--- src/rtl/wave_capture_pp_if.sv ---
// Sample/trigger/display inputs and RAM write outputs of the ping-pong wave capture.
// The DUT side uses the slave modport; the stimulus/RAM side uses master.
interface wave_capture_pp_if #(
  parameter int SAMPLE_W = 16,
  parameter int OUT_W    = 8,
  parameter int ADDR_W   = 8
);
  logic                new_sample_ready;
  logic [SAMPLE_W-1:0] new_sample_in;
  logic [1:0]          trig_mode;
  logic [SAMPLE_W-1:0] trig_level;
  logic                wave_display_idle;
  logic [ADDR_W:0]     write_address;
  logic                write_enable;
  logic [OUT_W-1:0]    write_sample;
  logic                read_index;
  logic [1:0]          cap_state;

  modport master (
    output new_sample_ready, new_sample_in, trig_mode, trig_level, wave_display_idle,
    input  write_address, write_enable, write_sample, read_index, cap_state
  );

  modport slave (
    input  new_sample_ready, new_sample_in, trig_mode, trig_level, wave_display_idle,
    output write_address, write_enable, write_sample, read_index, cap_state
  );
endinterface

--- src/rtl/wave_capture_pp.sv ---
// Triggered ping-pong wave capture: scales signed samples to unsigned display values and
// fills one DEPTH-sample frame in the bank not currently owned by the display.
module wave_capture_pp #(
  parameter int SAMPLE_W     = 16,
  parameter int OUT_W        = 8,
  parameter int ADDR_W       = 8,
  parameter int AUTO_TIMEOUT = 1024
) (
  input logic              clk,
  input logic              reset,
  wave_capture_pp_if.slave bus
);

  localparam int CNT_W = (AUTO_TIMEOUT > 2) ? $clog2(AUTO_TIMEOUT) : 1;

  typedef enum logic [1:0] {
    S_ARMING = 2'b00,
    S_ARMED  = 2'b01,
    S_ACTIVE = 2'b10,
    S_WAIT   = 2'b11
  } state_t;

  state_t              state, state_next;
  logic [ADDR_W-1:0]   index, index_next;
  logic [CNT_W-1:0]    tcount, tcount_next;
  logic                prev_idle;
  logic                read_index_q;
  logic                flip;
  logic                do_write;
  logic                below;
  logic                rising_mode;
  logic                free_run;
  logic                auto_hit;
  logic                arm_cond;
  logic                fire_cond;
  logic                idle_rise;
  logic [OUT_W-1:0]    scaled;
  logic [ADDR_W:0]     wr_addr_q;
  logic                wr_en_q;
  logic [OUT_W-1:0]    wr_data_q;

  always_comb begin
    below       = $signed(bus.new_sample_in) < $signed(bus.trig_level);
    rising_mode = bus.trig_mode[0];
    free_run    = (bus.trig_mode == 2'b00);
    auto_hit    = (bus.trig_mode == 2'b11) && (tcount == CNT_W'(AUTO_TIMEOUT - 1));
    // Rising modes arm below the level and fire at/above it; falling is the mirror image.
    arm_cond    = rising_mode ? below : !below;
    fire_cond   = rising_mode ? !below : below;
    idle_rise   = bus.wave_display_idle && !prev_idle;
    scaled      = {~bus.new_sample_in[SAMPLE_W-1], bus.new_sample_in[SAMPLE_W-2 -: OUT_W-1]};
  end

  always_comb begin
    state_next  = state;
    index_next  = index;
    tcount_next = tcount;
    do_write    = 1'b0;
    flip        = 1'b0;

    case (state)
      S_ARMING, S_ARMED: begin
        if (bus.new_sample_ready) begin
          if (bus.trig_mode == 2'b11) begin
            tcount_next = tcount + 1'b1;
          end
          if (free_run || auto_hit || (state == S_ARMED && fire_cond)) begin
            state_next = S_ACTIVE;
            do_write   = 1'b1;
          end else if (state == S_ARMING && arm_cond) begin
            state_next = S_ARMED;
          end
        end
      end
      S_ACTIVE: begin
        if (bus.new_sample_ready) begin
          do_write = 1'b1;
        end
      end
      S_WAIT: begin
        // Samples arriving with the idle edge are dropped; only the bank flip matters.
        if (idle_rise) begin
          flip        = 1'b1;
          state_next  = S_ARMING;
          tcount_next = '0;
        end
      end
      default: state_next = S_ARMING;
    endcase

    if (do_write) begin
      index_next = index + 1'b1;
      if (index == '1) begin
        state_next = S_WAIT;
      end
    end
  end

  always_ff @(posedge clk) begin
    if (reset) begin
      state        <= S_ARMING;
      index        <= '0;
      tcount       <= '0;
      prev_idle    <= 1'b0;
      read_index_q <= 1'b0;
      wr_en_q      <= 1'b0;
      wr_addr_q    <= '0;
      wr_data_q    <= '0;
    end else begin
      state     <= state_next;
      index     <= index_next;
      tcount    <= tcount_next;
      prev_idle <= bus.wave_display_idle;
      wr_en_q   <= do_write;
      if (flip) begin
        read_index_q <= ~read_index_q;
      end
      if (do_write) begin
        wr_addr_q <= {~read_index_q, index};
        wr_data_q <= scaled;
      end
    end
  end

  assign bus.write_enable  = wr_en_q;
  assign bus.write_address = wr_addr_q;
  assign bus.write_sample  = wr_data_q;
  assign bus.read_index    = read_index_q;
  assign bus.cap_state     = state;

endmodule
--- src/flat_wrapper.sv ---
// flat-port wrapper written by rule: the top's interface ports become plain ports
module wave_capture_pp_flat 
#(
  parameter int SAMPLE_W     = 16,
  parameter int OUT_W        = 8,
  parameter int ADDR_W       = 8,
  parameter int AUTO_TIMEOUT = 1024
)
  (clk, reset, bus_new_sample_ready, bus_new_sample_in, bus_trig_mode, bus_trig_level, bus_wave_display_idle, bus_write_address, bus_write_enable, bus_write_sample, bus_read_index, bus_cap_state);
  wave_capture_pp_if #(.SAMPLE_W(SAMPLE_W), .OUT_W(OUT_W), .ADDR_W(ADDR_W)) bus_i ();
  input logic clk;
  input logic reset;
  input wire logic [$bits(bus_i.new_sample_ready)-1:0] bus_new_sample_ready;
  input wire logic [$bits(bus_i.new_sample_in)-1:0] bus_new_sample_in;
  input wire logic [$bits(bus_i.trig_mode)-1:0] bus_trig_mode;
  input wire logic [$bits(bus_i.trig_level)-1:0] bus_trig_level;
  input wire logic [$bits(bus_i.wave_display_idle)-1:0] bus_wave_display_idle;
  output wire logic [$bits(bus_i.write_address)-1:0] bus_write_address;
  output wire logic [$bits(bus_i.write_enable)-1:0] bus_write_enable;
  output wire logic [$bits(bus_i.write_sample)-1:0] bus_write_sample;
  output wire logic [$bits(bus_i.read_index)-1:0] bus_read_index;
  output wire logic [$bits(bus_i.cap_state)-1:0] bus_cap_state;
  assign bus_i.new_sample_ready = bus_new_sample_ready;
  assign bus_i.new_sample_in = bus_new_sample_in;
  assign bus_i.trig_mode = bus_trig_mode;
  assign bus_i.trig_level = bus_trig_level;
  assign bus_i.wave_display_idle = bus_wave_display_idle;
  assign bus_write_address = bus_i.write_address;
  assign bus_write_enable = bus_i.write_enable;
  assign bus_write_sample = bus_i.write_sample;
  assign bus_read_index = bus_i.read_index;
  assign bus_cap_state = bus_i.cap_state;
  wave_capture_pp #(.SAMPLE_W(SAMPLE_W), .OUT_W(OUT_W), .ADDR_W(ADDR_W), .AUTO_TIMEOUT(AUTO_TIMEOUT)) u_core (.clk(clk), .reset(reset), .bus(bus_i));
endmodule
--- config.mk ---
export PLATFORM = sky130hd
export DESIGN_NAME = wave_capture_pp_flat
export DESIGN_NICKNAME = d
export VERILOG_FILES = /design/src/rtl/wave_capture_pp_if.sv /design/src/rtl/wave_capture_pp.sv /design/src/flat_wrapper.sv
export SDC_FILE = /design/constraint.sdc
export NUM_CORES = 1
export LEC_CHECK = 0
export CORE_MARGIN = 5
export CORE_UTILIZATION = 47
export DETAILED_ROUTE_END_ITERATION = 6
export HOLD_SLACK_MARGIN = 0.06
export PLACE_DENSITY = 0.79
export SYNTH_ARGS = -nofsm -noshare
export SYNTH_HDL_FRONTEND = slang
export SYNTH_SLANG_ARGS = --single-unit
--- constraint.sdc ---
create_clock -name clk -period 2.4 [get_ports clk]
set_input_delay 0.24 -clock clk [delete_from_list [all_inputs] [get_ports clk]]
set_output_delay 0.24 -clock clk [all_outputs]
set_load 0.02 [all_outputs]
==> metrics.yaml <==
status: "finished with violations"
violations: "setup timing"
io_pins: 59
synth_top_area_share_pct: 39.2
synthTopCellsByArea: "dfxtp_1 39%, ha_1 10%, nor2_1 7.5%, mux2i_1 7.3%, inv_1 3.7%"
layout_min_cycle_time_ns: 2.43
cp_common_cell: "a21oi_2"
crit_chain: "clkdlybuf4s50_1 > inv_1 > ha_1 > nand2_2 > nor2_2 > o2111ai_2 > or2_1 > a21oi_2 > o211ai_4 > buf_6 > or3_4 > a21oi_2"
clk_latency_ns: 0.30
yosysMostFrequentCell: "nor2_1"
overflow: 0
cts-root-buf: "clkbuf_8"
postRouteAntennaNets: 0
synth_warnings: 0
p_leak_uw: 0.00138
cp.arrival_ns: 2.66
syn_area_mm2: 0.00204
synth_cell_types: 41
via_count: 1958
holdPathStages: 3
r2r-end: "u_core.index[3]$_SDFFE_PP0P_"
p_int_uw: 1240
cts_tree: "built"
max_freq_mhz: 412
die_area_mm2: 0.00577
gp_congestion: 0.794
slew_violations: 0
syn_nets: 290
grt_pass1_vias: 1947
whs_ns: 0.282
viasPerCell: 5.38
io_buffers: 58
synth_common_cells: "41 x nor2_1, 40 x dfxtp_1, 20 x inv_1"
cp_top_family: "simple AND/OR/NAND/NOR gates"
path_class: "in2reg"
finalCritPeriodShare_pct: 101
syn_avg_cell_area_um2: 8.69
synth-seq-cells: 40
numCtsBuffers: 5
hold_buffers: 0
power_density_mw_per_mm2: 531
nNetsFinal: 366
cts.sinks: 40
syn_to_final_growth_pct: 54.5
hold_class: "in2reg"
p_seq_share_pct: 42.2
multiInputGateArea_mm2: 0.00133
swShare_pct: 26.3
wl_per_cell_um: 15.5
combPwrFrac_pct: 23.0
drt_iter0_drc: 97
power.share.clock_pct: 34.8
path_clk_slew_ns: 0.08
crit-reg2reg-launch: "u_core.tcount[0]$_SDFFE_PP0P_"
cp-start-kind: "primary input"
syn_inst: 235
dpl.hpwl_um: 3630
cp_slowest_cell: "clkdlybuf4s50_1"
synth-edff-count: 0
post-synth-top-area-cell: "dfxtp_1"
wl_um: 5630
async_flop_share_pct: 0
initial_utilization_pct: 47.6
fillCellCount: 302
track_usage_pct: 17.3
setup-tns-final_ns: -0.0570
maxCapViolCount: 0
htreeDepth: 2
setup_viol: 3
peakVddDrop_mv: 0.436
fp-row-count: 24
whs_endpoint: "u_core.bus.write_sample[6]$_SDFFE_PP0P_"
register_area_um2: 802
die_h_um: 75.9
firstDrtPassIters: 4
synth_top_flop_cell: "dfxtp_1"
core_area_mm2: 0.00429
rr_worst_depth: 10
clk_path_buf_depth: 2
clock_skew_ns: 0.0103
worstHoldStart: "bus_new_sample_in[14]"
n_antenna_cell: 0
setup.worst_path.end_class: "register"
yosysSeqAreaShare_pct: 39.2
slew_headroom_pct: 75.9
drc: 0
p_sw_uw: 442
r2r_slack_ns: 0.11
critical_path.max_stage_delay_ns: 0.45
antenna_found_initial: 0
critPathMaxFanout: 5
path_buf_inv: 3
grt_max_degree: 30
hold_viol: 0
fin_ws_ns: -0.0296
drive_gt1_share_pct: 20.8
die-width_um: 75.9
grt_pass1_wl_um: 8400
tightest_slew_ns: 0.358
worst_ep_required_time_ns: 2.63
layout make-up:
class / instances / share of cell area, %
flip-flops and latches: 40 / 25.4
well taps: 52 / 2.06
multi-input cells: 169 / 42.2
clock inverters: 2 / 1.23
repair buffers: 75 / 24.1
inverters: 20 / 2.38
clock buffers: 6 / 2.62
logic make-up (layout without fill, tap and decap cells):
kind of cell,after synthesis,count (layout),synth area share (%)
AOI/OAI and AO/OA,37,37,12.6
xor gates and xnor gates,13,13,5.57
adders and majority gates,17,17,10.4
buffers and inverters,26,103,4.96
DFF,40,40,39.2
muxes,15,15,7.35
and+or+nand+nor,87,87,19.9
state kept, by name, indices dropped and copies added, names as in the netlist:
register,count
u_core.tcount,10
u_core.index,8
u_core.bus.write_sample,8
u_core.bus.write_address,9
u_core.bus.read_index,1
u_core.bus.cap_state,2
u_core.bus.write_enable,1
u_core.prev_idle,1
repair_timing:
| action | 4_1_cts | 5_1_grt |
|---|---|---|
| resized for setup | 9 | 47 |
| setup endpoints to repair | 10 | 26 |
| cloned | 1 | 0 |
| buffers inserted | 4 | 0 |
| pin swaps | 22 | 23 |
layer usage:
| metal | wire (um) | GRT usage [%] |
|---|---|---|
| met5 | 0 | 0 |
| met4 | 65 | 4.27 |
| met3 | 262 | 5.81 |
| met2 | 2940 | 30.2 |
| met1 | 2360 | 20.1 |
power groups by stage:
stage | registers (uW) | clock network, uW | logic [uW]
finish | 708 | 584 | 386
global route | 711 | 629 | 415
CTS | 707 | 594 | 343
floorplan | 739 | 0 | 145
global placement | 721 | 0 | 314
detailed placement | 722 | 0 | 318
how the worst max path moves through the flow:
stage	startpoint	end	slack, ns	depth (start not counted)
after floorplan	bus_trig_level[15]	u_core.index[7]$_SDFFE_PP0P_	0.14	10
after global placement	bus_trig_level[13]	u_core.index[5]$_SDFFE_PP0P_	-0.38	12
after detailed placement	bus_trig_level[15]	u_core.index[4]$_SDFFE_PP0P_	-0.46	12
after CTS	bus_trig_level[1]	u_core.bus.write_sample[2]$_SDFFE_PP0P_	-0.007	11
after global routing	bus_trig_level[10]	u_core.bus.write_address[3]$_SDFFE_PP0P_	-0.11	13
final	bus_trig_level[10]	u_core.index[3]$_SDFFE_PP0P_	-0.03	12
per-stage QoR:
step                setup WS (ns)  total power, uW  instance area (um2)  std cells  utilization [%]
floorplan                   0.138              883                 2040        235                -
global placement           -0.378             1040                 2760        351             64.3
detailed placement         -0.456             1040                 2760        351             64.3
CTS                      -0.00683             1640                 2960        364             69.0
global route               -0.113             1760                 3160        364             73.5
finish                    -0.0296             1680                 3160        364             73.5
tightest hold or removal path, cell delays in order:
cell and delay, ns:
dlymetal6s2s_1 0.11, mux2i_1 0.09, nor2_1 0.10
cell usage in the layout, fill, tap and decap left out, types with 8 or more instances in the layout:
master and n:
dlymetal6s2s_1 13, xor2_1 8, nand2_1 10, ha_4 9, inv_1 13, a21oi_1 8, dfxtp_1 39, clkdlybuf4s50_1 43
nor2_1 39, nand3_1 11, mux2i_1 14, buf_4 11
No activity file was read; power rests on OpenSTA's default activity.
